--- src/rtl/wm_phase_timer.sv ---
// Washer phase timer: times fill/heat/wash/rinse/spin against per-phase tick budgets.
// Optional over-stay watchdog enabled by defining WM_TIMER_TIMEOUT_EN.
module wm_phase_timer #(
    parameter int CNT_W          = 8,
    parameter int TICK_DIV       = 1,
    parameter int FILL_TIME      = 2,
    parameter int HEAT_TIME      = 3,
    parameter int WASH_TIME      = 5,
    parameter int RINSE_TIME     = 3,
    parameter int SPIN_TIME      = 3,
    parameter int TIMEOUT_CYCLES = 16
) (
    input  logic             clock,
    input  logic             reset_n,
    input  logic [2:0]       state,
    input  logic             pause,
    output logic             sig_Full,
    output logic             sig_Temperature,
    output logic             sig_Wash_Completed,
    output logic             sig_Rinse_Completed,
    output logic             sig_Spin_Completed,
    output logic             phase_done,
    output logic [CNT_W-1:0] remaining,
    output logic             sig_Timeout
);

    localparam int PRESC_W = 16;
    localparam int MAX_T   = (2 ** CNT_W) - 1;

    localparam logic [2:0] ST_START  = 3'd0;
    localparam logic [2:0] ST_READY  = 3'd1;
    localparam logic [2:0] ST_FILL   = 3'd2;
    localparam logic [2:0] ST_HEAT   = 3'd3;
    localparam logic [2:0] ST_WASH   = 3'd4;
    localparam logic [2:0] ST_RINSE  = 3'd5;
    localparam logic [2:0] ST_SPIN   = 3'd6;
    localparam logic [2:0] ST_UNUSED = 3'd7;

    if (FILL_TIME < 1 || FILL_TIME > MAX_T || HEAT_TIME < 1 || HEAT_TIME > MAX_T ||
        WASH_TIME < 1 || WASH_TIME > MAX_T || RINSE_TIME < 1 || RINSE_TIME > MAX_T ||
        SPIN_TIME < 1 || SPIN_TIME > MAX_T || TICK_DIV < 1 || TICK_DIV > 65536 ||
        TIMEOUT_CYCLES < 1) begin : g_bad_param
        $error("wm_phase_timer: parameter out of range");
    end

    logic [2:0]         prev_state_r;
    logic [CNT_W-1:0]   count_r;
    logic [PRESC_W-1:0] presc_r;
    logic [4:0]         flags_r;
    logic               phase_done_r;

    logic               is_timed_s;
    logic [CNT_W-1:0]   cur_time_s;
    logic [4:0]         flag_mask_s;
    logic               cur_flag_s;
    logic               presc_wrap_s;
    logic [CNT_W-1:0]   count_next_s;

    // Decode the current phase into its budget and flag position
    always_comb begin
        is_timed_s  = 1'b1;
        cur_time_s  = '0;
        flag_mask_s = 5'b00000;
        case (state)
            ST_FILL:  begin cur_time_s = CNT_W'(FILL_TIME);  flag_mask_s = 5'b00001; end
            ST_HEAT:  begin cur_time_s = CNT_W'(HEAT_TIME);  flag_mask_s = 5'b00010; end
            ST_WASH:  begin cur_time_s = CNT_W'(WASH_TIME);  flag_mask_s = 5'b00100; end
            ST_RINSE: begin cur_time_s = CNT_W'(RINSE_TIME); flag_mask_s = 5'b01000; end
            ST_SPIN:  begin cur_time_s = CNT_W'(SPIN_TIME);  flag_mask_s = 5'b10000; end
            default:  is_timed_s = 1'b0;
        endcase
        cur_flag_s   = |(flags_r & flag_mask_s);
        presc_wrap_s = (presc_r == PRESC_W'(TICK_DIV - 1));
        count_next_s = count_r + CNT_W'(1);
    end

    // Phase tracking, prescaler, tick counter and completion flags
    always_ff @(posedge clock or negedge reset_n) begin
        if (!reset_n) begin
            prev_state_r <= ST_START;
            count_r      <= '0;
            presc_r      <= '0;
            flags_r      <= 5'b00000;
            phase_done_r <= 1'b0;
        end else begin
            phase_done_r <= 1'b0;
            if (state == ST_UNUSED) begin
                prev_state_r <= prev_state_r;
            end else if (state == ST_START || state == ST_READY) begin
                prev_state_r <= state;
                count_r      <= '0;
                presc_r      <= '0;
                flags_r      <= 5'b00000;
            end else if (state != prev_state_r) begin
                prev_state_r <= state;
                count_r      <= '0;
                presc_r      <= '0;
            end else if (!cur_flag_s && !pause) begin
                if (presc_wrap_s) begin
                    presc_r <= '0;
                    count_r <= count_next_s;
                    if (count_next_s == cur_time_s) begin
                        flags_r      <= flags_r | flag_mask_s;
                        phase_done_r <= 1'b1;
                    end
                end else begin
                    presc_r <= presc_r + PRESC_W'(1);
                end
            end
        end
    end

    // Remaining ticks; guarded because count may still belong to the previous phase
    always_comb begin
        remaining = '0;
        if (is_timed_s && count_r <= cur_time_s) begin
            remaining = cur_time_s - count_r;
        end else begin
            remaining = '0;
        end
    end

    assign sig_Full            = flags_r[0];
    assign sig_Temperature     = flags_r[1];
    assign sig_Wash_Completed  = flags_r[2];
    assign sig_Rinse_Completed = flags_r[3];
    assign sig_Spin_Completed  = flags_r[4];
    assign phase_done          = phase_done_r;

`ifdef WM_TIMER_TIMEOUT_EN
    localparam int WD_W = $clog2(TIMEOUT_CYCLES + 1);

    logic [WD_W-1:0] wdog_r;
    logic            timeout_r;

    // Watchdog: counts clocks spent in a phase whose flag is already set
    always_ff @(posedge clock or negedge reset_n) begin
        if (!reset_n) begin
            wdog_r    <= '0;
            timeout_r <= 1'b0;
        end else if (state == ST_UNUSED) begin
            wdog_r <= wdog_r;
        end else if (state == ST_START || state == ST_READY) begin
            wdog_r    <= '0;
            timeout_r <= 1'b0;
        end else if (state != prev_state_r) begin
            wdog_r <= '0;
        end else if (cur_flag_s && wdog_r != WD_W'(TIMEOUT_CYCLES)) begin
            wdog_r <= wdog_r + WD_W'(1);
            if (wdog_r + WD_W'(1) == WD_W'(TIMEOUT_CYCLES)) begin
                timeout_r <= 1'b1;
            end
        end
    end

    assign sig_Timeout = timeout_r;
`else
    assign sig_Timeout = 1'b0;
`endif

endmodule

--- config.mk ---
export PLATFORM = sky130hd
export DESIGN_NAME = wm_phase_timer
export DESIGN_NICKNAME = d
export VERILOG_FILES = /design/src/rtl/wm_phase_timer.sv
export SDC_FILE = /design/constraint.sdc
export NUM_CORES = 1
export LEC_CHECK = 0
export BUFFER_PORTS_ARGS = -buffer_cell sky130_fd_sc_hd__clkbuf_2
export CAP_MARGIN = 40
export CORE_ASPECT_RATIO = 0.6
export CORE_UTILIZATION = 44
export CTS_CLUSTER_SIZE = 16
export DETAILED_ROUTE_END_ITERATION = 8
export HOLD_SLACK_MARGIN = 0.12
export PLACE_DENSITY = 0.73
export REMOVE_ABC_BUFFERS = 1
export SLEW_MARGIN = 20
export SYNTH_ARGS = -nofsm -noshare
export SYNTH_HDL_FRONTEND = slang
export SYNTH_SLANG_ARGS = --single-unit
--- constraint.sdc ---
create_clock -name clock -period 2.5 [get_ports clock]
set_input_delay 0.125 -clock clock [delete_from_list [all_inputs] [get_ports clock]]
set_output_delay 0.125 -clock clock [all_outputs]
set_load 0.01 [all_outputs]
Word-level counts from Yosys, hierarchy flattened
Cells that the tools add are included.

Bits of input ports: 6. Flip-flop bits (word level): 33.

Magnitude comparators: 1. Eq/ne operators: 10. Bitwise operators: 3. Muxes and demuxes: 25. Reduce and logical (&&, ||, !) cells: 20. Add/subtract/negate cells: 3.

Operators with widths (count): $mux W16 (4); $mux W8 (5); $mux W5 (5); $pmux W5 S5 (1); $add A16 B1 Y16 const B (1); $logic_not A16 Y1 (1); $eq A3 B3 Y1 const B (4); $reduce_or A5 Y1 (2); $pmux W3 S3 (1); $add A8 B1 Y8 const B (1); $eq A8 B8 Y1 (1); $le A8 B8 Y1 (1); $reduce_bool A2 Y1 (4); $sub A8 B8 Y8 (1); $mux W1 (7); $eq A3 B2 Y1 const B (2); $mux W3 (2); $reduce_bool A3 Y1 (2); $and A5 B5 Y5 (1); $or A5 B5 Y5 (1); $reduce_and A5 Y1 (1); $reduce_and A2 Y1 (2); $eq A3 B1 Y1 const B (1); $logic_not A3 Y1 (1); 8 further kinds (10).

Logic depth before layout (Yosys ltp)
Gate-level depths: netlist of the first run.

Word-level depth: 10. Depth in mapped cells: 13.

Least setup slack after synthesis of the first run
OpenSTA, ideal clock, no wires.

Path type: input to output. Start point: input state[1]. End point: output remaining[5]. Arrival time: 2.191 ns. Stages on the path: 13. Slack: 0.184 ns. Path through: buf_2 buf_2 nand2_1 xor2_1 ha_1 inv_1 fa_1 a21oi_1 nor2_1 nor2_1 or4_1 clkbuf_1 a21oi_1.

Cells in the longest elaborated chain, start to end: 6. Elaborated cells on any way between the ends: 13.

RTL lines: start, declared (line 15) `input logic [2:0] state,`; $eq A3 B3 Y1 / $eq A3 B2 Y1 (equally long branches) (line 64) `case (state)`; $reduce_or A3 Y1 (no line); $pmux W3 S3 (line 64); $le A8 B8 Y1 (line 116) `if (is_timed_s && count_r <= cur_time_s) begin`; $logic_and A1 B1 Y1 (line 116); $mux W8 * (line 116); end, declared (line 23) `output logic [CNT_W-1:0] remaining,`.

Mark *: on every way between the ends. The rest lies on a longest branch, timed or not.

Worst setup path in the final report of the first run
Start point: register count_r[0]. End point: output remaining[5].

Cells in the longest elaborated chain, start to end: 3. Elaborated cells on any way between the ends: 4.

RTL lines: start, declared (line 47) `logic [CNT_W-1:0] count_r;`; start signal, assigned (line 101) `count_r <= count_next_s;`; $le A8 B8 Y1 (line 116); $logic_and A1 B1 Y1 (line 116); $mux W8 * (line 116).

Marked as above.

==> impl_metrics.tcl, run 1 <==
set metrics [dict create \
    crit_buf_inv 2 \
    antenna_found_initial 0 \
    power_frac_comb 0.137 \
    crit_required_ns 2.38 \
    yosysSeqAreaShare 0.3468 \
    cts_made_buffers 5 \
    mostFrequentLayoutCells "dfrtp_1, nand2_1, clkbuf_2" \
    hpwlAfterDp_um 4590 \
    ys_ff_latch 33 \
    core_area_sq_mm 0.005130 \
    met2_usage 0.3189 \
    synth_top_family_by_area "simple AND/OR/NAND/NOR gates" \
    fin_cells 373 \
    fp.dieH_um 58.98 \
    synth_adder_area_share 0.03994 \
    clkTransAtPathRegs_ns 0.07 \
    post-route-period-util 0.9376 \
    intPower_mw 0.9300 \
    critical_path.top_delay_family "simple AND/OR/NAND/NOR gates" \
    fmax_mhz 426.6 \
    hold_violations 0 \
    use_met3 0.05542 \
    synth_area_leader_cell "dfrtp_1" \
    die_x_um 96.97 \
    worstPathArrival_ns 2.22 \
    final_common_cell "dfrtp_1" \
    clockBufferDepth 2 \
    async_reset_ff_frac 1.000 \
    synth_area_sq_mm 0.002381 \
    avgSynthCellArea_sq_um 8.384 \
    antenna_cells 0 \
    die_area_sq_mm 0.005719 \
    max_stage_delay_ns 0.53 \
    switchingPower_mw 0.3189 \
    tightestPinTransition_ns 0.9336 \
    drc 0 \
    synth_top_area_share 0.3468 \
    htree_levels 2 \
    crit_fanout 8 \
    postRouteWirelength_um 6064 \
    seqCellArea_sq_um 827.0 \
    p_clk_frac 0.427 \
    finalSetupViolations 0 \
    peakVddDrop_v 0.0002324 \
    path_class "flip-flop to output pin" \
    clock_latency_ns 0.29 \
    p_per_area_mw_per_mm2 456.6 \
    fin_worst_skew_ns 0.01070 \
    initial_core_util 0.4641 \
    dr.first_iter.drc_count 201 \
    min-delay-path-class "primary input to flip-flop" \
    status "complete, no violations" \
    numPortBuffers 19 \
    clock_sink_count 33 \
    final_nets 319 \
    overflow 0 \
    synth_edf_count 0 \
    synth_xor_area_frac 0.03678 \
    synth.area.mux_share 0.01734 \
    critPathLaunchType "flip-flop" \
    cts_tree "built" \
    p_sw_frac 0.2554 \
    relSlewSlack 0.3695 \
    grt.busiest_layer "met1" \
    met1_usage 0.3448 \
    io_pins 21 \
    synth_area_leaders "dfrtp_1, ha_1, nor4_1" \
    grtUsageTotal 0.2235 \
    fill_cells 472 \
    setup_tns_ns 0 \
    min_period_ns 2.344 \
    vias_per_cell 6.115 \
    dr.pass1.iters 5 \
    ant_nets 0 \
    syn_inst 284 \
    ys_warn_count 0 \
    syn2layout_area_growth_pct 14.87 \
    yosys.area_share.simple 0.3163 \
    ys.flop_type "dfrtp_1" \
    leakagePower_nw 1.290 \
    endpoint_kind "output pin" \
    num_vias 2281 \
    gp_congestion 0.8532 \
    grt_max_degree 18 \
    p_seq_frac 0.436 \
    synth_compound_area_frac 0.1860 \
    cts-root-buf "clkbuf_8" \
    final_layout_size_suffix_gt1_frac 0.1726 \
    cpMaxStageDelayCell "or4_4" \
    slew_violations 0 \
    multi_input_area_sq_mm 0.001430 \
    grt_pass1_wl_um 10120 \
    rsz0062_at_grt "no" \
    synth_cell_types 54 \
    drv_cap 0 \
    dp.cells 362 \
    num_rows 20 \
    grt_pass1_vias 2025 \
    avgRoutedWirePerCell_um 16.26 \
    path_cells "ha_1 -> inv_1 -> fa_2 -> a21oi_1 -> nor2_1 -> nor2_1 -> or4_4 -> a21oi_1 -> clkbuf_2" \
]
==> synth_stat cells, types with 3 or more instances <==
cell       n
a211o_1    7
a211oi_1   3
a21o_1     7
a21oi_1   10
a221o_1    3
and2_1     4
and3_1    11
and4b_1    3
buf_2      3
clkbuf_1  13
dfrtp_1   33
ha_1       6
inv_1     13
mux2i_1    3
nand2_1   19
nand2b_1   6
nand3_1   14
nand4_1   11
nor2_1    18
nor3_1    12
nor3b_1    3
nor4_1    12
o21a_1     4
o21ai_0   10
o21ai_1    7
or2_2      4
or3_1      4
or4_1      3
xnor2_1    6
xor2_1     4
==> layout make-up <==
type,count,share of cell area
Multi-Input combinational cell,219,0.5229
Inverter,13,0.01784
Clock buffer,7,0.03156
Clock inverter,1,0.01098
Tap cell,66,0.03019
Timing Repair Buffer,34,0.08417
Sequential cell,33,0.3024
==> metal layers <==
| layer | vias to the layer above | wire [um] |
|---|---|---|
| met1 | 1101 | 3110 |
| li1 | 1089 | - |
| met2 | 86 | 2440 |
| met5 | - | 0 |
| met4 | 0 | 29 |
| met3 | 5 | 484 |
==> flip-flops by register name (all words and copies together) (netlist names) <==
| signal | count |
|---|---|
| count_r | 8 |
| flags_r | 5 |
| phase_done | 1 |
| presc_r | 16 |
| prev_state_r | 3 |
==> cells by family after synthesis <==
kind of cell / count (synthesis)
AOI/OAI and AO/OA: 64
xor gates and xnor gates: 10
adders and majority gates: 7
buffers and inverters: 32
DFF: 33
muxes: 4
other: 1
and+or+nand+nor: 133
==> power groups by stage <==
stage	Clock (mW)	Combinational, mW	Sequential, mW
floorplan	0	0.0902	0.554
global placement	0	0.156	0.554
detailed placement	0	0.165	0.555
CTS	0.542	0.168	0.544
global route	0.568	0.188	0.545
finish	0.534	0.171	0.544
==> path summary, 6_finish.rpt <==
check | start | end | slack, ns | cells past startpoint
min in group asynchronous | reset_n | count_r[2] | 0.33 | 2
max in group asynchronous | reset_n | presc_r[3] | 1.72 | 3
min reg2reg | flags_r[0] | flags_r[0] | 0.52 | 2
min | state[1] | prev_state_r[1] | 0.17 | 2
max | count_r[0] | remaining[5] | 0.16 | 9
max reg2reg | count_r[0] | flags_r[2] | 0.23 | 6
==> worst register-to-register path: cells and delay by family (launching register included) <==
family | cells | cell delay [ns]
and+or+nand+nor | 2 | 0.92
AOI/OAI and AO/OA | 3 | 0.61
DFF | 1 | 0.43
adders and majority gates | 1 | 0.22
==> stage by stage <==
step | power (mW) | setup WS (ns) | hold WS [ns] | instance area [sq um] | util
finish | 1.249 | 0.1560 | 0.1666 | 2735 | 0.5332
global route | 1.301 | 0.02811 | 0.1801 | 2735 | 0.5332
CTS | 1.254 | 0.09093 | 0.1626 | 2716 | 0.5295
detailed placement | 0.7193 | 0.1218 | 0.1155 | 2586 | 0.5041
global placement | 0.7107 | 0.1913 | 0.2810 | 2559 | 0.4988
floorplan | 0.6441 | 0.3337 | -0.1706 | 2298 | -
==> timing repair <==
item / in CTS / in global routing
hold buffers: 1 / 0
gates resized for setup: 1 / 2
setup buffers: 0 / 2
hold endpoints to repair: 16 / 0
endpoints found under the setup margin: 1 / 8
gates cloned: 0 / 0
pin swaps: 0 / 1
(Power assumes the default switching activity.)
==> run 2, diff against run 1 <==
- CORE_ASPECT_RATIO: 0.6 -> 0.5
==> impl_metrics.tcl, run 2 (synthesis results as in run 1) <==
set metrics [dict create \
    status "complete, no violations" \
    crit_required_ns 2.38 \
    final_layout_size_suffix_gt1_frac 0.1699 \
    peakVddDrop_v 0.0002265 \
    min_period_ns 2.372 \
    hold_violations 0 \
    critPathLaunchType "flip-flop" \
    mostFrequentLayoutCells "dfrtp_1, nand2_1, clkbuf_2" \
    largestRegisters "presc_r: 16 flops, count_r: 8 flops, flags_r: 5 flops" \
    power_mw 1.236 \
    min-delay-path-class "primary input to flip-flop" \
    cts_made_buffers 5 \
    final_nets 318 \
    largest_reg_flops 16 \
    initial_core_util 0.4699 \
    num_rows 18 \
    postRouteWirelength_um 5454 \
    post-route-period-util 0.9488 \
    leakagePower_nw 1.273 \
    numPortBuffers 19 \
    io_pins 21 \
    dr.pass1.iters 5 \
    grt_max_degree 27 \
    grt_pass1_wl_um 9204 \
    fmax_mhz 421.6 \
    overflow 0 \
    max_stage_delay_ns 0.53 \
    clock_latency_ns 0.30 \
    clockBufferDepth 2 \
    cpMaxStageDelayCell "or4_4" \
    vias_per_cell 5.856 \
    drc 0 \
    antenna_cells 0 \
    syn2layout_area_growth_pct 14.61 \
    finalSetupViolations 0 \
    core_area_sq_mm 0.005067 \
    gp_congestion 0.8923 \
    tightestPinTransition_ns 0.7801 \
    avgRoutedWirePerCell_um 14.51 \
    die_area_sq_mm 0.005727 \
    crit_fanout 8 \
    htree_levels 2 \
    die_x_um 106.0 \
    worstPathArrival_ns 2.25 \
    drv_cap 0 \
    dr.first_iter.drc_count 125 \
    num_vias 2202 \
    setup_tns_ns 0 \
    ant_nets 0 \
    hpwlAfterDp_um 3966 \
    fp.dieH_um 54.02 \
    cts_tree "built" \
    largest-register "presc_r" \
    cts-root-buf "clkbuf_8" \
    grtUsageTotal 0.2082 \
    antenna_found_initial 0 \
    relSlewSlack 0.4731 \
    path_class "flip-flop to output pin" \
    endpoint_kind "output pin" \
    p_per_area_mw_per_mm2 453.1 \
    fin_worst_skew_ns 0.01591 \
    grt_pass1_vias 1985 \
    clock_sink_count 33 \
    slew_violations 0 \
    clkTransAtPathRegs_ns 0.08 \
    path_cells "ha_1 -> inv_2 -> fa_2 -> a21oi_1 -> nor2_1 -> nor2_1 -> or4_4 -> a21oi_1 -> clkbuf_2" \
    final_common_cell "dfrtp_1" \
]
## run 2: layout make-up
cell class	count	area, sq um
Fill cell	466	2338
Clock inverter	3	46.29
Sequential cell	33	827.0
Timing Repair Buffer	33	220.2
Inverter	13	48.80
Tap cell	70	87.58
Clock buffer	5	68.82
Multi-Input combinational cell	219	1430
## run 2: worst paths after layout
kind | slack (ns) | depth (start not counted) | end | startpoint
worst max-delay path | 0.13 | 9 | remaining[5] | count_r[0]
worst min-delay path | 0.17 | 3 | prev_state_r[2] | state[0]
worst max register to register | 0.25 | 6 | flags_r[2] | count_r[0]
worst min register to register | 0.52 | 2 | flags_r[3] | flags_r[3]
max in group asynchronous | 1.85 | 3 | presc_r[4] | reset_n
min in group asynchronous | 0.21 | 2 | prev_state_r[2] | reset_n
## run 2: repair_timing
| action | in CTS | in global routing |
|---|---|---|
| gates resized for setup | 1 | 3 |
| pin swaps | 0 | 2 |
| setup buffers | 0 | 1 |
| hold buffers | 3 | 0 |
| setup endpoints to repair | 7 | 8 |
| hold endpoints to repair | 35 | 0 |
## run 2: per-layer routing
| metal | share of wire | vias up | GRT usage |
|---|---|---|---|
| met3 | 0.045 | 6 | 0.06053 |
| li1 | - | 1089 | - |
| met4 | 0.0079 | 0 | 0.05556 |
| met1 | 0.47 | 1058 | 0.2628 |
| met2 | 0.48 | 49 | 0.3573 |
| met5 | 0 | - | 0 |
## run 2: worst max-delay path, delay by kind of cell, from the launching register on
family                   cells  cell delay [ns]
AND/OR/NAND/NOR              3             0.66
AO/OA/AOI/OAI                2             0.19
flip-flops                   1             0.44
adder cells (fa/ha/maj)      2             0.44
buffers and inverters        2             0.23
## run 2: metrics by stage
step | std cells | area [sq um] | worst slack [ns] | util | hold WS (ns)
after CTS | 375 | 2718 | 0.05015 | 0.5363 | 0.1618
after global routing | 376 | 2729 | -0.008564 | 0.5385 | 0.1856
after global placement | 363 | 2549 | 0.2722 | 0.5030 | 0.2619
after floorplan | 265 | 2298 | 0.3337 | - | -0.1706
final | 376 | 2729 | 0.1281 | 0.5385 | 0.1720
after detailed placement | 364 | 2569 | 0.2201 | 0.5069 | 0.002689
## run 2: report_power, final
group / switching, mW / leakage (nW) / internal [mW] / total, mW
registers: 0.00552 / 0.453 / 0.538 / 0.544
clock network: 0.226 / 0.0543 / 0.298 / 0.524
logic: 0.102 / 0.765 / 0.0664 / 0.168
total: 0.333 / 1.27 / 0.903 / 1.24
==> run 3, diff against run 2 <==
- CORE_UTILIZATION: 44 -> 30
- CTS_BUF_LIST: not set -> sky130_fd_sc_hd__clkbuf_8
- PLACE_DENSITY: 0.73 -> 0.57
==> impl_metrics.tcl, run 3 (synthesis results as in run 1) <==
set metrics [dict create \
    largest_reg_flops 16 \
    worstPathArrival_ns 2.26 \
    core_area_sq_mm 0.007515 \
    num_vias 2197 \
    dr.pass1.iters 4 \
    vias_per_cell 5.307 \
    drv_cap 0 \
    io_pins 21 \
    crit_fanout 8 \
    hp-start "state[1]" \
    hpwlAfterDp_um 4373 \
    rsz0062_at_grt "no" \
    relSlewSlack 0.6568 \
    mostFrequentLayoutCells "dfrtp_1, nand2_1, clkbuf_2" \
    p_sw_frac 0.2758 \
    clockBufferDepth 2 \
    numPortBuffers 19 \
    gp_congestion 0.8083 \
    post-route-period-util 0.9560 \
    clkTransAtPathRegs_ns 0.07 \
    switchingPower_mw 0.3130 \
    peakVddDrop_v 0.0002386 \
    r2r_slack_ns 0.22 \
    final_nets 319 \
    r2r-start "count_r[0]" \
    final_core_util 0.3666 \
    final_common_cell "dfrtp_1" \
    avgRoutedWirePerCell_um 14.21 \
    power_frac_comb 0.153 \
    largest-register "presc_r" \
    num_rows 22 \
    r2r-end "flags_r[2]" \
    path_class "flip-flop to output pin" \
    p_seq_frac 0.480 \
    postRouteWirelength_um 5885 \
    clock_sink_count 33 \
    cts_made_buffers 5 \
    finalSetupViolations 0 \
    drc 0 \
    holdWs_ns 0.1967 \
    crit_required_ns 2.38 \
    cts_tree "built" \
    fin_cells 414 \
    fin_area_sq_mm 0.002755 \
    p_clk_frac 0.367 \
    fmax_mhz 418.4 \
    setup_tns_ns 0 \
    hold_path_end "prev_state_r[2]" \
    initial_core_util 0.3168 \
    p_per_area_mw_per_mm2 411.8 \
    min-delay-path-class "primary input to flip-flop" \
    dr.first_iter.drc_count 113 \
    leakagePower_nw 1.273 \
    grt_pass1_wl_um 10090 \
    fill_cells 790 \
    die_x_um 128.0 \
    hold_depth 3 \
    antenna_found_initial 0 \
    antenna_cells 0 \
    status "complete, no violations" \
    slew_violations 0 \
    htree_levels 2 \
    min_period_ns 2.390 \
    place_area_sq_mm 0.002639 \
    grt_max_degree 28 \
    hold_violations 0 \
    grt_pass1_vias 2161 \
    crit_path_start "count_r[0]" \
    final_layout_size_suffix_gt1_frac 0.1699 \
    fin_worst_skew_ns 0.006253 \
    dp.cells 405 \
    clock_latency_ns 0.29 \
    ff2ff_path_depth 6 \
    overflow 0 \
    cts-root-buf "clkbuf_8" \
    largestRegisters "presc_r: 16 flops, count_r: 8 flops, flags_r: 5 flops" \
    die_area_sq_mm 0.008319 \
    intPower_mw 0.8216 \
    ant_nets 0 \
    fp.dieH_um 65.00 \
    critPathLaunchType "flip-flop" \
    tightestPinTransition_ns 0.5101 \
    syn2layout_area_growth_pct 15.71 \
    grtUsageTotal 0.1543 \
    endpoint_kind "output pin" \
]
run 3: changes by cell type in the layout (fill, tap and decap cells not counted):
cell           previous run  this run
buf_4                    10        12
bufinv_16                 1         0
clkbuf_8                  5         6
clkinv_4                  1         0
clkinvlp_4                1         0
dlygate4sd3_1             3         2
inv_1                    12        14
inv_2                     1         0
nor2_1                   18        17
nor2_2                    0         1
run 3: layout make-up:
class,count,area (sq um),area share
Multi-Input combinational cell,219,1433,0.5200
Sequential cell,33,827.0,0.3002
Tap cell,108,135.1,0.04905
Clock buffer,6,82.58,0.02997
Timing Repair Buffer,34,225.2,0.08174
Clock inverter,1,3.754,0.001362
Inverter,13,48.80,0.01771
run 3: power groups by stage:
| stage | Clock (mW) | Combinational [mW] | Sequential, mW |
|---|---|---|---|
| 2_1_floorplan | 0 | 0.0902 | 0.554 |
| 3_3_place_gp | 0 | 0.162 | 0.554 |
| 3_5_place_dp | 0 | 0.170 | 0.554 |
| 4_1_cts | 0.431 | 0.175 | 0.544 |
| 5_1_grt | 0.449 | 0.193 | 0.545 |
| 6_report | 0.416 | 0.174 | 0.545 |
run 3: worst max-delay path by stage:
stage / to / slack, ns / depth (start not counted)
after floorplan: flags_r[0] / 0.33 / 6
final: remaining[5] / 0.11 / 9
after CTS: remaining[4] / 0.02 / 9
after global routing: remaining[5] / 0.004 / 9
after detailed placement: remaining[4] / 0.14 / 10
after global placement: remaining[4] / 0.22 / 10
run 3: per-stage QoR:
step / power, mW / worst slack [ns]
floorplan: 0.6441 / 0.3337
global placement: 0.7168 / 0.2163
detailed placement: 0.7247 / 0.1448
CTS: 1.150 / 0.02004
global route: 1.188 / 0.004097
finish: 1.135 / 0.1101
run 3: metal layers:
metal,vias to the layer above,global-route usage,share of wire
met4,0,0.03971,0.0078
met3,4,0.03303,0.029
met1,1076,0.1931,0.49
met2,29,0.2711,0.47
li1,1088,-,-
met5,-,0,0
run 3: worst max-delay path: stages, from the launching register on:
cell and delay (ns):
dfrtp_2 0.44, ha_1 0.20, inv_1 0.08, fa_2 0.23
a21oi_1 0.05, nor2_1 0.08, nor2_1 0.05, or4_4 0.54
a21oi_1 0.15, clkbuf_2 0.15
run 3: timing repair:
action                                 4_1_cts  5_1_grt
buffers inserted                             0        0
cloned                                       0        0
endpoints found under the hold margin       34        0
pin swaps                                    0        1
setup endpoints to repair                    8        7
gates resized for setup                      1        3
hold buffers                                 2        0
